===== src/rtl/ksa.sv =====
// RC4 key-scheduling engine: permutes a pre-initialised 256-byte S memory
// using a 3-byte key, one read-read-write-write iteration every 6 cycles.
module ksa (
  input  logic        clk,
  input  logic        rst,
  input  logic        en,
  output logic        rdy,
  input  logic [23:0] key,
  output logic [7:0]  addr,
  input  logic [7:0]  rddata,
  output logic [7:0]  wrdata,
  output logic        wren
);

  typedef enum logic [2:0] {
    StIdle,
    StRdI,
    StWtI,
    StRdJ,
    StWtJ,
    StWrI,
    StWrJ
  } state_e;

  state_e      state_q;
  logic [7:0]  i_q;
  logic [7:0]  j_q;
  logic [7:0]  si_q;
  logic [7:0]  sj_q;
  logic [23:0] key_q;
  logic [1:0]  kidx_q;
  logic [7:0]  key_byte;

  // kidx_q tracks i mod 3 so no divider is needed
  always_comb begin
    case (kidx_q)
      2'd0:    key_byte = key_q[23:16];
      2'd1:    key_byte = key_q[15:8];
      default: key_byte = key_q[7:0];
    endcase
  end

  always_ff @(posedge clk or posedge rst) begin
    if (rst) begin
      state_q <= StIdle;
      i_q     <= 8'd0;
      j_q     <= 8'd0;
      si_q    <= 8'd0;
      sj_q    <= 8'd0;
      key_q   <= 24'd0;
      kidx_q  <= 2'd0;
    end else begin
      case (state_q)
        StIdle: begin
          if (en) begin
            key_q   <= key;
            i_q     <= 8'd0;
            j_q     <= 8'd0;
            kidx_q  <= 2'd0;
            state_q <= StRdI;
          end
        end
        StRdI: state_q <= StWtI;
        StWtI: begin
          si_q    <= rddata;
          j_q     <= j_q + rddata + key_byte;
          state_q <= StRdJ;
        end
        StRdJ: state_q <= StWtJ;
        StWtJ: begin
          sj_q    <= rddata;
          state_q <= StWrI;
        end
        StWrI: state_q <= StWrJ;
        StWrJ: begin
          if (i_q == 8'hFF) begin
            state_q <= StIdle;
          end else begin
            i_q     <= i_q + 8'd1;
            kidx_q  <= (kidx_q == 2'd2) ? 2'd0 : kidx_q + 2'd1;
            state_q <= StRdI;
          end
        end
        default: state_q <= StIdle;
      endcase
    end
  end

  // Moore decode; when i == j the second write restores S[i] to its original value
  always_comb begin
    rdy    = 1'b0;
    addr   = 8'd0;
    wrdata = 8'd0;
    wren   = 1'b0;
    case (state_q)
      StIdle: rdy = 1'b1;
      StRdI:  addr = i_q;
      StRdJ:  addr = j_q;
      StWrI: begin
        addr   = i_q;
        wrdata = sj_q;
        wren   = 1'b1;
      end
      StWrJ: begin
        addr   = j_q;
        wrdata = si_q;
        wren   = 1'b1;
      end
      default: ;
    endcase
  end

endmodule

===== config.mk =====
export PLATFORM = sky130hd
export DESIGN_NAME = ksa
export DESIGN_NICKNAME = d
export VERILOG_FILES = /design/src/rtl/ksa.sv
export SDC_FILE = /design/constraint.sdc
export NUM_CORES = 1
export LEC_CHECK = 0
export BUFFER_PORTS_ARGS = -buffer_cell sky130_fd_sc_hd__buf_2
export CORE_MARGIN = 4
export CORE_UTILIZATION = 56
export DETAILED_ROUTE_END_ITERATION = 7
export GPL_TIMING_DRIVEN = 0
export PLACE_DENSITY_LB_ADDON = 0.12
export SYNTH_ARGS = -nofsm -noshare
export SYNTH_HDL_FRONTEND = slang
export SYNTH_SLANG_ARGS = --single-unit

===== constraint.sdc =====
create_clock -name clk -period 4.6 [get_ports clk]
set_input_delay 0.46 -clock clk [delete_from_list [all_inputs] [get_ports clk]]
set_output_delay 0.46 -clock clk [all_outputs]
set_load 0.02 [all_outputs]

==> flow_results.xml, run 1 <==
<?xml version="1.0" encoding="UTF-8"?>
<metrics>
  <group name="logic_synthesis">
    <metric name="share_of_synthesized_cell_area_in_and_or_nand_and_nor_gates" unit="%">23.4</metric>
    <metric name="synth_area_per_cell" unit="um^2">9.09</metric>
    <metric name="postSynthRegisterBits" unit="">61</metric>
    <metric name="synthFlopType" unit="">sky130_fd_sc_hd__dfrtp_1</metric>
    <metric name="synth_xor_xnor_area_share" unit="%">2.13</metric>
    <metric name="yosys_warnings" unit="">0</metric>
    <metric name="synthMuxAreaShare" unit="%">5.79</metric>
    <metric name="area_share_of_fa_ha_maj_cells_after_synthesis" unit="%">7.55</metric>
    <metric name="synth_cells" unit="">361</metric>
    <metric name="dominant_combinational_cell_family_by_area_after_synthesis" unit="">simple AND/OR/NAND/NOR gates</metric>
    <metric name="synthesis.nets" unit="">411</metric>
    <metric name="syn_area" unit="um^2">3280</metric>
    <metric name="number_of_enable_flip_flop_cells_after_synthesis" unit="">0</metric>
    <metric name="async_reset_ff_share" unit="%">100</metric>
    <metric name="synth-seq-area-share" unit="%">46.5</metric>
    <metric name="synth_compound_gate_area_share" unit="%">10.6</metric>
    <metric name="ys_types" unit="">43</metric>
  </group>
  <group name="floorplanning">
    <metric name="ios" unit="">53</metric>
    <metric name="chipHeight" unit="um">84.6</metric>
    <metric name="die_area" unit="um^2">7150</metric>
    <metric name="chipWidth" unit="um">84.6</metric>
    <metric name="std_cell_rows" unit="">27</metric>
    <metric name="fp.coreArea" unit="um^2">5610</metric>
    <metric name="start_util" unit="%">58.5</metric>
  </group>
  <group name="route">
    <metric name="ant_nets" unit="">0</metric>
    <metric name="wl_per_cell" unit="um">15.4</metric>
    <metric name="viasPerCell" unit="">5.48</metric>
    <metric name="wirelength" unit="um">7740</metric>
    <metric name="number_of_detailed_routing_iterations_run_before_antenna_repair" unit="">4</metric>
    <metric name="drcViolationCount" unit="">0</metric>
    <metric name="drt_iter0_drc" unit="">171</metric>
    <metric name="via_count" unit="">2750</metric>
  </group>
  <group name="flow_run">
    <metric name="maxCapViolCount" unit="">0</metric>
  </group>
  <group name="worst_setup_path">
    <metric name="cp_capture_type" unit="">flip-flop</metric>
    <metric name="cp.required" unit="ns">4.82</metric>
    <metric name="worstPathArrival" unit="ns">3.82</metric>
    <metric name="setup.worst_path.class" unit="">flip-flop to flip-flop</metric>
    <metric name="setup.worst_path.start_class" unit="">flip-flop</metric>
    <metric name="peak_fanout_along_the_critical_path" unit="">10</metric>
    <metric name="worst-r2r-setup-slack" unit="ns">1.00</metric>
  </group>
  <group name="cts">
    <metric name="root_buffer" unit="">sky130_fd_sc_hd__clkbuf_8</metric>
    <metric name="worstSkewPairLatency" unit="ns">0.34</metric>
    <metric name="clock_sinks" unit="">61</metric>
    <metric name="tritoncts_clock_tree" unit="">yes</metric>
    <metric name="cts_buffer_depth" unit="">2</metric>
    <metric name="cts_hold_buffers" unit="">0</metric>
    <metric name="numCtsBuffers" unit="">9</metric>
    <metric name="cts_setup_buffers" unit="">0</metric>
    <metric name="cts.reportedPaths.clkPinSlew" unit="ns">0.08</metric>
    <metric name="cts_resized" unit="">0</metric>
    <metric name="cts_htree_levels" unit="">3</metric>
  </group>
  <group name="place">
    <metric name="post_dp_cell_area" unit="um^2">3650</metric>
    <metric name="placement.io_buffers" unit="">52</metric>
    <metric name="place.gp.congestion" unit="">0.874</metric>
    <metric name="post_dp_hpwl" unit="um">5580</metric>
  </group>
  <group name="final_layout">
    <metric name="num-fill-cells" unit="">476</metric>
    <metric name="most-common-layout-cells" unit="">117 x sky130_fd_sc_hd__nand2_1, 61 x sky130_fd_sc_hd__dfrtp_1, 57 x sky130_fd_sc_hd__buf_2, 16 x sky130_fd_sc_hd__o21ai_1, 16 x sky130_fd_sc_hd__nand3_1</metric>
    <metric name="count_of_antenna_diodes_in_the_layout" unit="">0</metric>
    <metric name="final_common_cell" unit="">sky130_fd_sc_hd__nand2_1</metric>
    <metric name="layout.core_utilization" unit="%">68.9</metric>
    <metric name="syn2layout_area_growth" unit="%">17.7</metric>
    <metric name="num-nets-final" unit="">475</metric>
    <metric name="layout-drive-gt1-share" unit="%">17.7</metric>
    <metric name="fin_area" unit="um^2">3860</metric>
  </group>
  <group name="power_and_ir_drop">
    <metric name="p_per_area" unit="nW/um^2">750</metric>
    <metric name="p_leak" unit="uW">0.00192</metric>
    <metric name="total_power" unit="uW">2900</metric>
    <metric name="peakVddDrop" unit="V">0.000421</metric>
  </group>
  <group name="timing">
    <metric name="portion_of_the_clock_cycle_consumed_by_the_worst_path_in_the_final_layout" unit="%">78.2</metric>
    <metric name="fin_hold_ws" unit="ns">0.214</metric>
    <metric name="timing.fmax" unit="MHz">278</metric>
    <metric name="final.setup.tns" unit="ns">0</metric>
    <metric name="hold_viol_final" unit="">0</metric>
    <metric name="report.final.slew_viol_count" unit="">0</metric>
    <metric name="min_period" unit="ns">3.60</metric>
    <metric name="worst_slew_pin_slew" unit="ns">0.698</metric>
    <metric name="setup_violations_final" unit="">0</metric>
    <metric name="fin_skew" unit="ns">0.00808</metric>
    <metric name="grt_setup_unrepaired" unit="">false</metric>
    <metric name="max_slew_margin" unit="%">53.3</metric>
  </group>
  <group name="grt">
    <metric name="grt_pass1_vias" unit="">2725</metric>
    <metric name="grt_start_max_net_pins" unit="">32</metric>
    <metric name="wire_length_of_the_first_global_routing_pass" unit="um">13200</metric>
    <metric name="grt-ovfl-total" unit="">0</metric>
    <metric name="globalRouteTotalUtil" unit="%">23.5</metric>
    <metric name="antenna_violations_before_repair" unit="">0</metric>
  </group>
  <group name="outcome">
    <metric name="run_status" unit="">completed</metric>
  </group>
  <group name="hold_path">
    <metric name="min-delay-path-class" unit="">primary input to asynchronous set/reset pin</metric>
  </group>
</metrics>
[worst paths after layout]
path | from | endpoint | cells past startpoint
worst max-delay path | kidx_q[0]$_DFFE_PP0P_ | j_q[7]$_DFFE_PP0P_ | 12
worst min-delay path | rst | sj_q[2]$_DFFE_PP0N_ | 2
worst max register to register | kidx_q[0]$_DFFE_PP0P_ | j_q[7]$_DFFE_PP0P_ | 12
worst min register to register | key_q[2]$_DFFE_PP0P_ | key_q[2]$_DFFE_PP0P_ | 2
max in group asynchronous | rst | key_q[6]$_DFFE_PP0P_ | 3
min in group clk | key[0] | key_q[0]$_DFFE_PP0P_ | 3
[registers in the layout, summed over array words and instances, names as in the netlist]
signal,count
key_q,24
i_q,8
j_q,8
si_q,8
sj_q,8
state_q,3
kidx_q,2
[synth_stat cells (2+ instances only)]
cell | count | area share (%)
sky130_fd_sc_hd__nand2_1 | 117 | 13
sky130_fd_sc_hd__dfrtp_1 | 61 | 47
sky130_fd_sc_hd__nand3_1 | 16 | 2.4
sky130_fd_sc_hd__o21ai_1 | 16 | 2.4
sky130_fd_sc_hd__clkbuf_1 | 14 | 1.6
sky130_fd_sc_hd__nor2b_1 | 12 | 2.3
sky130_fd_sc_hd__inv_1 | 11 | 1.3
sky130_fd_sc_hd__mux2i_1 | 10 | 3.1
sky130_fd_sc_hd__nor2_1 | 9 | 1.0
sky130_fd_sc_hd__a22o_1 | 8 | 2.1
sky130_fd_sc_hd__a22oi_1 | 8 | 1.8
sky130_fd_sc_hd__fa_1 | 8 | 4.9
sky130_fd_sc_hd__mux2_1 | 8 | 2.7
sky130_fd_sc_hd__ha_1 | 7 | 2.7
sky130_fd_sc_hd__a21oi_1 | 5 | 0.76
sky130_fd_sc_hd__buf_2 | 5 | 0.76
sky130_fd_sc_hd__xnor2_1 | 5 | 1.3
sky130_fd_sc_hd__nor3_1 | 4 | 0.61
sky130_fd_sc_hd__and2_1 | 3 | 0.57
sky130_fd_sc_hd__and3_1 | 3 | 0.57
sky130_fd_sc_hd__buf_1 | 3 | 0.34
sky130_fd_sc_hd__nor3b_1 | 3 | 0.69
sky130_fd_sc_hd__xor2_1 | 3 | 0.80
sky130_fd_sc_hd__a31oi_1 | 2 | 0.38
sky130_fd_sc_hd__nand2b_1 | 2 | 0.38
[kinds of logic (layout without fill, tap and decap cells)]
logic type,Yosys count,in the layout
AOI/OAI and AO/OA,51,51
and+or+nand+nor,175,175
buffers and inverters,33,102
muxes,18,18
xor gates and xnor gates,8,8
adders and majority gates,15,15
DFF,61,61
[layer usage]
metal	vias to the layer above	share of wire [%]	GRT usage, %
li1	1330	-	-
met4	0	2.0	9.93
met2	92	48	37.3
met3	13	4.9	3.93
met5	-	0	0
met1	1315	45	31.9
[cell type report]
type / instances / area, um^2 / share of cell area [%]
Timing Repair Buffer: 53 / 280 / 7.26
Clock buffer: 10 / 138 / 3.56
Inverter: 11 / 41.3 / 1.07
Multi-Input combinational cell: 267 / 1630 / 42.1
Buffer: 22 / 88.8 / 2.30
Tap cell: 72 / 90.1 / 2.33
Sequential cell: 61 / 1530 / 39.5
Clock inverter: 6 / 71.3 / 1.85
[worst max-delay path, stage by stage (launching register included)]
cell	delay, ns
sky130_fd_sc_hd__dfrtp_1	0.36
sky130_fd_sc_hd__buf_1	0.53
sky130_fd_sc_hd__mux2i_1	0.27
sky130_fd_sc_hd__o21ai_1	0.11
sky130_fd_sc_hd__fa_1	0.51
sky130_fd_sc_hd__ha_1	0.17
sky130_fd_sc_hd__inv_1	0.06
sky130_fd_sc_hd__fa_1	0.40
sky130_fd_sc_hd__nand2b_1	0.18
sky130_fd_sc_hd__a21oi_1	0.21
sky130_fd_sc_hd__o311ai_0	0.20
sky130_fd_sc_hd__nand4_1	0.13
sky130_fd_sc_hd__or3b_1	0.35
[through the flow]
stage | instances | setup WS [ns]
6_report | 502 | 1.00
5_1_grt | 502 | 0.765
4_1_cts | 502 | 0.989
3_5_place_dp | 486 | 1.03
3_3_place_gp | 485 | 1.10
2_1_floorplan | 361 | 1.44
[power by group]
part / leakage [uW] / switching [uW] / internal (uW)
Clock: 0.0000991 / 227 / 268
Sequential: 0.000772 / 142 / 764
Combinational: 0.00105 / 899 / 597
(Power assumes the default switching activity.)
==> run 2, diff against run 1 <==
==> constraint.sdc (replaced) <==
create_clock -name clk -period 3.58 [get_ports clk]
set_input_delay 0.358 -clock clk [delete_from_list [all_inputs] [get_ports clk]]
set_output_delay 0.358 -clock clk [all_outputs]
set_load 0.02 [all_outputs]
==> flow_results.xml, run 2 (synthesized netlist as in run 1, its figures left out) <==
<?xml version="1.0" encoding="UTF-8"?>
<metrics>
  <group name="timing">
    <metric name="fin_skew" unit="ns">0.00928</metric>
    <metric name="setup_violations_final" unit="">0</metric>
    <metric name="max_slew_margin" unit="%">52.9</metric>
    <metric name="final.setup.tns" unit="ns">0</metric>
    <metric name="grt_setup_unrepaired" unit="">false</metric>
    <metric name="portion_of_the_clock_cycle_consumed_by_the_worst_path_in_the_final_layout" unit="%">91.0</metric>
    <metric name="worst_slew_pin_slew" unit="ns">0.703</metric>
    <metric name="report.final.slew_viol_count" unit="">0</metric>
    <metric name="min_period" unit="ns">3.26</metric>
    <metric name="timing.fmax" unit="MHz">307</metric>
    <metric name="hold_viol_final" unit="">0</metric>
  </group>
  <group name="route">
    <metric name="drt_iter0_drc" unit="">215</metric>
    <metric name="wl_per_cell" unit="um">15.5</metric>
    <metric name="via_count" unit="">2741</metric>
    <metric name="wirelength" unit="um">7750</metric>
    <metric name="drcViolationCount" unit="">0</metric>
    <metric name="viasPerCell" unit="">5.47</metric>
    <metric name="ant_nets" unit="">0</metric>
    <metric name="number_of_detailed_routing_iterations_run_before_antenna_repair" unit="">5</metric>
  </group>
  <group name="cts">
    <metric name="cts_buffer_depth" unit="">2</metric>
    <metric name="cts_htree_levels" unit="">3</metric>
    <metric name="worstSkewPairLatency" unit="ns">0.34</metric>
    <metric name="root_buffer" unit="">sky130_fd_sc_hd__clkbuf_8</metric>
    <metric name="cts.reportedPaths.clkPinSlew" unit="ns">0.08</metric>
    <metric name="numCtsBuffers" unit="">9</metric>
    <metric name="tritoncts_clock_tree" unit="">yes</metric>
    <metric name="clock_sinks" unit="">61</metric>
    <metric name="cts_hold_buffers" unit="">0</metric>
  </group>
  <group name="floorplanning">
    <metric name="die_area" unit="um^2">7150</metric>
    <metric name="std_cell_rows" unit="">27</metric>
    <metric name="start_util" unit="%">58.5</metric>
    <metric name="chipHeight" unit="um">84.6</metric>
    <metric name="ios" unit="">53</metric>
    <metric name="fp.coreArea" unit="um^2">5610</metric>
    <metric name="chipWidth" unit="um">84.6</metric>
  </group>
  <group name="power_and_ir_drop">
    <metric name="peakVddDrop" unit="V">0.000540</metric>
    <metric name="p_per_area" unit="nW/um^2">964</metric>
    <metric name="p_leak" unit="uW">0.00193</metric>
  </group>
  <group name="final_layout">
    <metric name="num-fill-cells" unit="">477</metric>
    <metric name="max_ffs_per_register" unit="">24</metric>
    <metric name="final_common_cell" unit="">sky130_fd_sc_hd__nand2_1</metric>
    <metric name="layout-drive-gt1-share" unit="%">18.2</metric>
    <metric name="max_flop_register" unit="">key_q</metric>
    <metric name="layout.core_utilization" unit="%">68.8</metric>
    <metric name="count_of_antenna_diodes_in_the_layout" unit="">0</metric>
    <metric name="most-common-layout-cells" unit="">117 x sky130_fd_sc_hd__nand2_1, 60 x sky130_fd_sc_hd__dfrtp_1, 57 x sky130_fd_sc_hd__buf_2, 16 x sky130_fd_sc_hd__o21ai_1, 16 x sky130_fd_sc_hd__nand3_1</metric>
    <metric name="syn2layout_area_growth" unit="%">17.6</metric>
    <metric name="num-nets-final" unit="">474</metric>
  </group>
  <group name="hold_path">
    <metric name="min-delay-path-class" unit="">primary input to asynchronous set/reset pin</metric>
  </group>
  <group name="worst_setup_path">
    <metric name="timing.rr.end" unit="">j_q[7]$_DFFE_PP0P_</metric>
    <metric name="r2r-start" unit="">kidx_q[1]$_DFFE_PP0P_</metric>
    <metric name="worstRegToRegCells" unit="">13</metric>
    <metric name="setup.worst_path.start_class" unit="">flip-flop</metric>
    <metric name="cp.required" unit="ns">3.80</metric>
    <metric name="cp_capture_type" unit="">flip-flop</metric>
    <metric name="worstPathArrival" unit="ns">3.47</metric>
    <metric name="peak_fanout_along_the_critical_path" unit="">10</metric>
    <metric name="setup.worst_path.class" unit="">flip-flop to flip-flop</metric>
    <metric name="worst-r2r-setup-slack" unit="ns">0.32</metric>
  </group>
  <group name="grt">
    <metric name="grt_start_max_net_pins" unit="">32</metric>
    <metric name="grt-ovfl-total" unit="">0</metric>
    <metric name="grt_pass1_vias" unit="">2722</metric>
    <metric name="globalRouteTotalUtil" unit="%">23.5</metric>
    <metric name="wire_length_of_the_first_global_routing_pass" unit="um">13200</metric>
    <metric name="antenna_violations_before_repair" unit="">0</metric>
  </group>
  <group name="outcome">
    <metric name="run_status" unit="">completed</metric>
  </group>
  <group name="flow_run">
    <metric name="maxCapViolCount" unit="">0</metric>
  </group>
  <group name="place">
    <metric name="place.gp.congestion" unit="">0.874</metric>
    <metric name="placement.io_buffers" unit="">52</metric>
    <metric name="post_dp_hpwl" unit="um">5580</metric>
  </group>
</metrics>
==> run 2: repair_timing <==
action	4_1_cts	5_1_grt
buffers inserted	0	0
endpoints found under the setup margin	1	1
endpoints found under the hold margin	0	0
resized for setup	0	2
==> run 2: area by class of cell <==
class / count / area [um^2] / area share, %
Tap cell: 72 / 90.1 / 2.33
Timing Repair Buffer: 53 / 280 / 7.26
Clock buffer: 10 / 138 / 3.57
Multi-Input combinational cell: 267 / 1630 / 42.1
Clock inverter: 6 / 71.3 / 1.85
Inverter: 11 / 41.3 / 1.07
Buffer: 21 / 86.3 / 2.24
Sequential cell: 61 / 1530 / 39.6
==> run 2: how the worst max path moves through the flow <==
stage,from,to,slack [ns],depth (start not counted)
CTS,kidx_q[0]$_DFFE_PP0P_,j_q[7]$_DFFE_PP0P_,0.18,11
detailed placement,kidx_q[0]$_DFFE_PP0P_,j_q[7]$_DFFE_PP0P_,0.005,12
global placement,kidx_q[0]$_DFFE_PP0P_,j_q[7]$_DFFE_PP0P_,0.08,12
global route,kidx_q[1]$_DFFE_PP0P_,j_q[7]$_DFFE_PP0P_,0.11,13
finish,kidx_q[1]$_DFFE_PP0P_,j_q[7]$_DFFE_PP0P_,0.32,13
floorplan,kidx_q[0]$_DFFE_PP0P_,j_q[7]$_DFFE_PP0P_,0.42,12
==> run 2: report_power, final <==
group,leakage [uW],switching (uW),internal [uW]
Combinational,0.00106,1140,767
Clock,0.0000991,290,345
Sequential,0.000771,201,982
Total,0.00193,1630,2090
==> run 2: through the flow <==
stage | hold WS [ns] | area [um^2] | std cells | power, uW | setup WS, ns
after detailed placement | 0.461 | 3650 | 486 | 3060 | 0.00541
after CTS | 0.123 | 3860 | 501 | 3720 | 0.176
after global routing | 0.155 | 3860 | 501 | 4030 | 0.107
after floorplan | 0.445 | 3280 | 361 | 2560 | 0.416
final | 0.112 | 3860 | 501 | 3720 | 0.322
after global placement | 0.457 | 3630 | 485 | 2960 | 0.0810
==> run 2: per-layer routing <==
layer / up-vias / track usage (%) / share of wire [%]
met3: 16 / 3.93 / 4.8
met4: 0 / 9.93 / 2.6
met1: 1309 / 31.9 / 46
met5: - / 0 / 0
met2: 87 / 37.4 / 47
li1: 1329 / - / -
==> run 2: critical path: stages, from the launching register on <==
cell	delay (ns)
sky130_fd_sc_hd__dfrtp_1	0.33
sky130_fd_sc_hd__buf_2	0.20
sky130_fd_sc_hd__clkbuf_2	0.25
sky130_fd_sc_hd__nand2_1	0.08
sky130_fd_sc_hd__o21ai_1	0.13
sky130_fd_sc_hd__fa_1	0.46
sky130_fd_sc_hd__ha_1	0.23
sky130_fd_sc_hd__inv_1	0.07
sky130_fd_sc_hd__fa_1	0.20
sky130_fd_sc_hd__nand2b_1	0.14
sky130_fd_sc_hd__a21oi_1	0.09
sky130_fd_sc_hd__o311ai_0	0.46
sky130_fd_sc_hd__a211oi_1	0.13
sky130_fd_sc_hd__or3b_1	0.37
==> run 3, diff against run 2 <==
--- a/config.mk
+++ b/config.mk
@@ -7,7 +7,7 @@
 export LEC_CHECK = 0
 export BUFFER_PORTS_ARGS = -buffer_cell sky130_fd_sc_hd__buf_2
 export CORE_MARGIN = 4
-export CORE_UTILIZATION = 56
+export CORE_UTILIZATION = 45
 export DETAILED_ROUTE_END_ITERATION = 7
 export GPL_TIMING_DRIVEN = 0
 export PLACE_DENSITY_LB_ADDON = 0.12
==> flow_results.xml, run 3 (synthesized netlist as in run 1, its figures left out) <==
<?xml version="1.0" encoding="UTF-8"?>
<metrics>
  <group name="timing">
    <metric name="setup_violations_final" unit="">0</metric>
    <metric name="grt_setup_unrepaired" unit="">false</metric>
    <metric name="fin_skew" unit="ns">0.00956</metric>
    <metric name="worst_slew_pin_slew" unit="ns">0.688</metric>
    <metric name="timing.fmax" unit="MHz">303</metric>
    <metric name="hold_viol_final" unit="">0</metric>
    <metric name="max_slew_margin" unit="%">53.9</metric>
    <metric name="report.final.slew_viol_count" unit="">0</metric>
    <metric name="final.setup.tns" unit="ns">0</metric>
    <metric name="portion_of_the_clock_cycle_consumed_by_the_worst_path_in_the_final_layout" unit="%">92.2</metric>
    <metric name="min_period" unit="ns">3.30</metric>
  </group>
  <group name="place">
    <metric name="placement.io_buffers" unit="">52</metric>
    <metric name="place.gp.congestion" unit="">0.886</metric>
    <metric name="post_dp_hpwl" unit="um">5710</metric>
    <metric name="place_inst" unit="">510</metric>
  </group>
  <group name="cts">
    <metric name="clock_sinks" unit="">61</metric>
    <metric name="cts_buffer_depth" unit="">2</metric>
    <metric name="root_buffer" unit="">sky130_fd_sc_hd__clkbuf_8</metric>
    <metric name="numCtsBuffers" unit="">9</metric>
    <metric name="cts.reportedPaths.clkPinSlew" unit="ns">0.07</metric>
    <metric name="tritoncts_clock_tree" unit="">yes</metric>
    <metric name="cts_htree_levels" unit="">3</metric>
    <metric name="worstSkewPairLatency" unit="ns">0.33</metric>
    <metric name="cts_hold_buffers" unit="">0</metric>
  </group>
  <group name="grt">
    <metric name="antenna_violations_before_repair" unit="">0</metric>
    <metric name="wire_length_of_the_first_global_routing_pass" unit="um">12800</metric>
    <metric name="globalRouteTotalUtil" unit="%">19.2</metric>
    <metric name="grt_start_max_net_pins" unit="">34</metric>
    <metric name="groute.layer.met2.usage" unit="%">28.8</metric>
    <metric name="grt_most_used_layer" unit="">met2</metric>
    <metric name="grt-ovfl-total" unit="">0</metric>
    <metric name="grt_pass1_vias" unit="">2579</metric>
    <metric name="global_route.usage.met1" unit="%">27.2</metric>
    <metric name="grt.met3_usage" unit="%">3.54</metric>
  </group>
  <group name="worst_setup_path">
    <metric name="path_delay_family" unit="">adder cells</metric>
    <metric name="setup.worst_path.start_class" unit="">flip-flop</metric>
    <metric name="r2r-start" unit="">kidx_q[1]$_DFFE_PP0P_</metric>
    <metric name="setup.worst_path.class" unit="">flip-flop to flip-flop</metric>
    <metric name="cp_capture_type" unit="">flip-flop</metric>
    <metric name="path_cells" unit="">buf_2, clkbuf_2, nand2_1, o21ai_1, fa_1, ha_1, inv_1, fa_1, nand2b_1, a21oi_1, o311ai_0, nand4_1, or3b_1</metric>
    <metric name="crit_buf_inv" unit="">3</metric>
    <metric name="peak_fanout_along_the_critical_path" unit="">10</metric>
    <metric name="crit_path_max_incr_delay" unit="ns">0.51</metric>
    <metric name="crit_path_frequent_cell" unit="">sky130_fd_sc_hd__fa_1</metric>
    <metric name="crit_slowest_cell" unit="">sky130_fd_sc_hd__fa_1</metric>
    <metric name="worstPathArrival" unit="ns">3.51</metric>
    <metric name="worstSetupStartpoint" unit="">kidx_q[1]$_DFFE_PP0P_</metric>
    <metric name="cp.required" unit="ns">3.79</metric>
  </group>
  <group name="power_and_ir_drop">
    <metric name="peakVddDrop" unit="V">0.000363</metric>
    <metric name="netSwitchingFraction" unit="%">43.5</metric>
    <metric name="share_comb_of_total_power" unit="%">52.0</metric>
    <metric name="p_leak" unit="uW">0.00191</metric>
    <metric name="total_switching_power" unit="uW">1540</metric>
    <metric name="p_seq_share" unit="%">33.5</metric>
    <metric name="p_clk_share" unit="%">14.5</metric>
    <metric name="internal_power" unit="uW">2000</metric>
    <metric name="p_per_area" unit="nW/um^2">921</metric>
  </group>
  <group name="floorplanning">
    <metric name="fp.coreArea" unit="um^2">6940</metric>
    <metric name="chipHeight" unit="um">93.4</metric>
    <metric name="std_cell_rows" unit="">30</metric>
    <metric name="ios" unit="">53</metric>
    <metric name="die_area" unit="um^2">8720</metric>
    <metric name="start_util" unit="%">47.3</metric>
    <metric name="chipWidth" unit="um">93.4</metric>
  </group>
  <group name="route">
    <metric name="drt_iter0_drc" unit="">154</metric>
    <metric name="number_of_detailed_routing_iterations_run_before_antenna_repair" unit="">4</metric>
    <metric name="ant_nets" unit="">0</metric>
    <metric name="drcViolationCount" unit="">0</metric>
    <metric name="wirelength" unit="um">7590</metric>
    <metric name="via_count" unit="">2659</metric>
    <metric name="wl_per_cell" unit="um">14.5</metric>
    <metric name="viasPerCell" unit="">5.07</metric>
  </group>
  <group name="final_layout">
    <metric name="syn2layout_area_growth" unit="%">17.0</metric>
    <metric name="layout.core_utilization" unit="%">55.3</metric>
    <metric name="num-nets-final" unit="">474</metric>
    <metric name="max_flop_register" unit="">key_q</metric>
    <metric name="instances_no_fill" unit="">524</metric>
    <metric name="layout-drive-gt1-share" unit="%">17.3</metric>
    <metric name="most-common-layout-cells" unit="">117 x sky130_fd_sc_hd__nand2_1, 60 x sky130_fd_sc_hd__dfrtp_1, 57 x sky130_fd_sc_hd__buf_2, 17 x sky130_fd_sc_hd__clkbuf_1</metric>
    <metric name="final_common_cell" unit="">sky130_fd_sc_hd__nand2_1</metric>
    <metric name="count_of_antenna_diodes_in_the_layout" unit="">0</metric>
    <metric name="max_ffs_per_register" unit="">24</metric>
  </group>
  <group name="hold_path">
    <metric name="min-delay-path-class" unit="">primary input to asynchronous set/reset pin</metric>
  </group>
  <group name="flow_run">
    <metric name="maxCapViolCount" unit="">0</metric>
  </group>
  <group name="outcome">
    <metric name="run_status" unit="">completed</metric>
  </group>
</metrics>
-- run 3: changes by cell type in the layout (fill, tap and decap cells not counted) --
cell | before | now
sky130_fd_sc_hd__bufinv_16 | 1 | 0
sky130_fd_sc_hd__clkbuf_1 | 14 | 17
sky130_fd_sc_hd__clkinv_2 | 0 | 2
sky130_fd_sc_hd__clkinv_4 | 2 | 0
sky130_fd_sc_hd__clkinvlp_4 | 2 | 0
sky130_fd_sc_hd__inv_6 | 1 | 0
-- run 3: worst paths after layout --
check	endpoint	slack, ns	cells after the start
min in group clk	key_q[1]$_DFFE_PP0P_	0.22	3
max in group asynchronous	i_q[1]$_DFFE_PP0P_	2.87	3
worst min-delay path	key_q[22]$_DFFE_PP0P_	0.12	2
worst min register to register	key_q[14]$_DFFE_PP0P_	0.47	2
worst max-delay path	j_q[7]$_DFFE_PP0P_	0.28	13
worst max register to register	j_q[7]$_DFFE_PP0P_	0.28	13
-- run 3: metrics by stage --
step | setup WS, ns | power, uW | hold WS (ns) | cell area, um^2
after global placement | 0.0653 | 2980 | 0.459 | 3660
after floorplan | 0.416 | 2560 | 0.445 | 3280
after CTS | 0.162 | 3570 | 0.125 | 3840
final | 0.277 | 3540 | 0.116 | 3840
after global routing | 0.0248 | 3900 | 0.169 | 3840
after detailed placement | 0.00519 | 3040 | 0.463 | 3680
-- run 3: timing repair --
item	CTS	global route
endpoints found under the setup margin	1	1
endpoints found under the hold margin	0	0
buffers inserted	0	0
gates resized for setup	0	2
-- run 3: per-layer routing --
layer	vias up	routed length (um)
met2	65	3490
met4	0	63
met3	4	339
met1	1258	3700
li1	1332	-
met5	-	0
-- run 3: power by group through the flow --
stage / logic, uW / registers (uW) / clock network (uW)
floorplan: 1450 / 1120 / 0
CTS: 1850 / 1190 / 527
finish: 1840 / 1190 / 513
detailed placement: 1860 / 1180 / 0
global placement: 1800 / 1170 / 0
global route: 2110 / 1220 / 569
-- run 3: final cells by class --
class | instances | area [um^2]
fill | 658 | 3100
multi-input combinational | 267 | 1630
sequential | 61 | 1530
timing repair buffer | 53 | 280
clock buffer | 13 | 149
tap | 96 | 120
buffer | 21 | 86.3
inverter | 11 | 41.3
clock inverter | 2 | 10.0
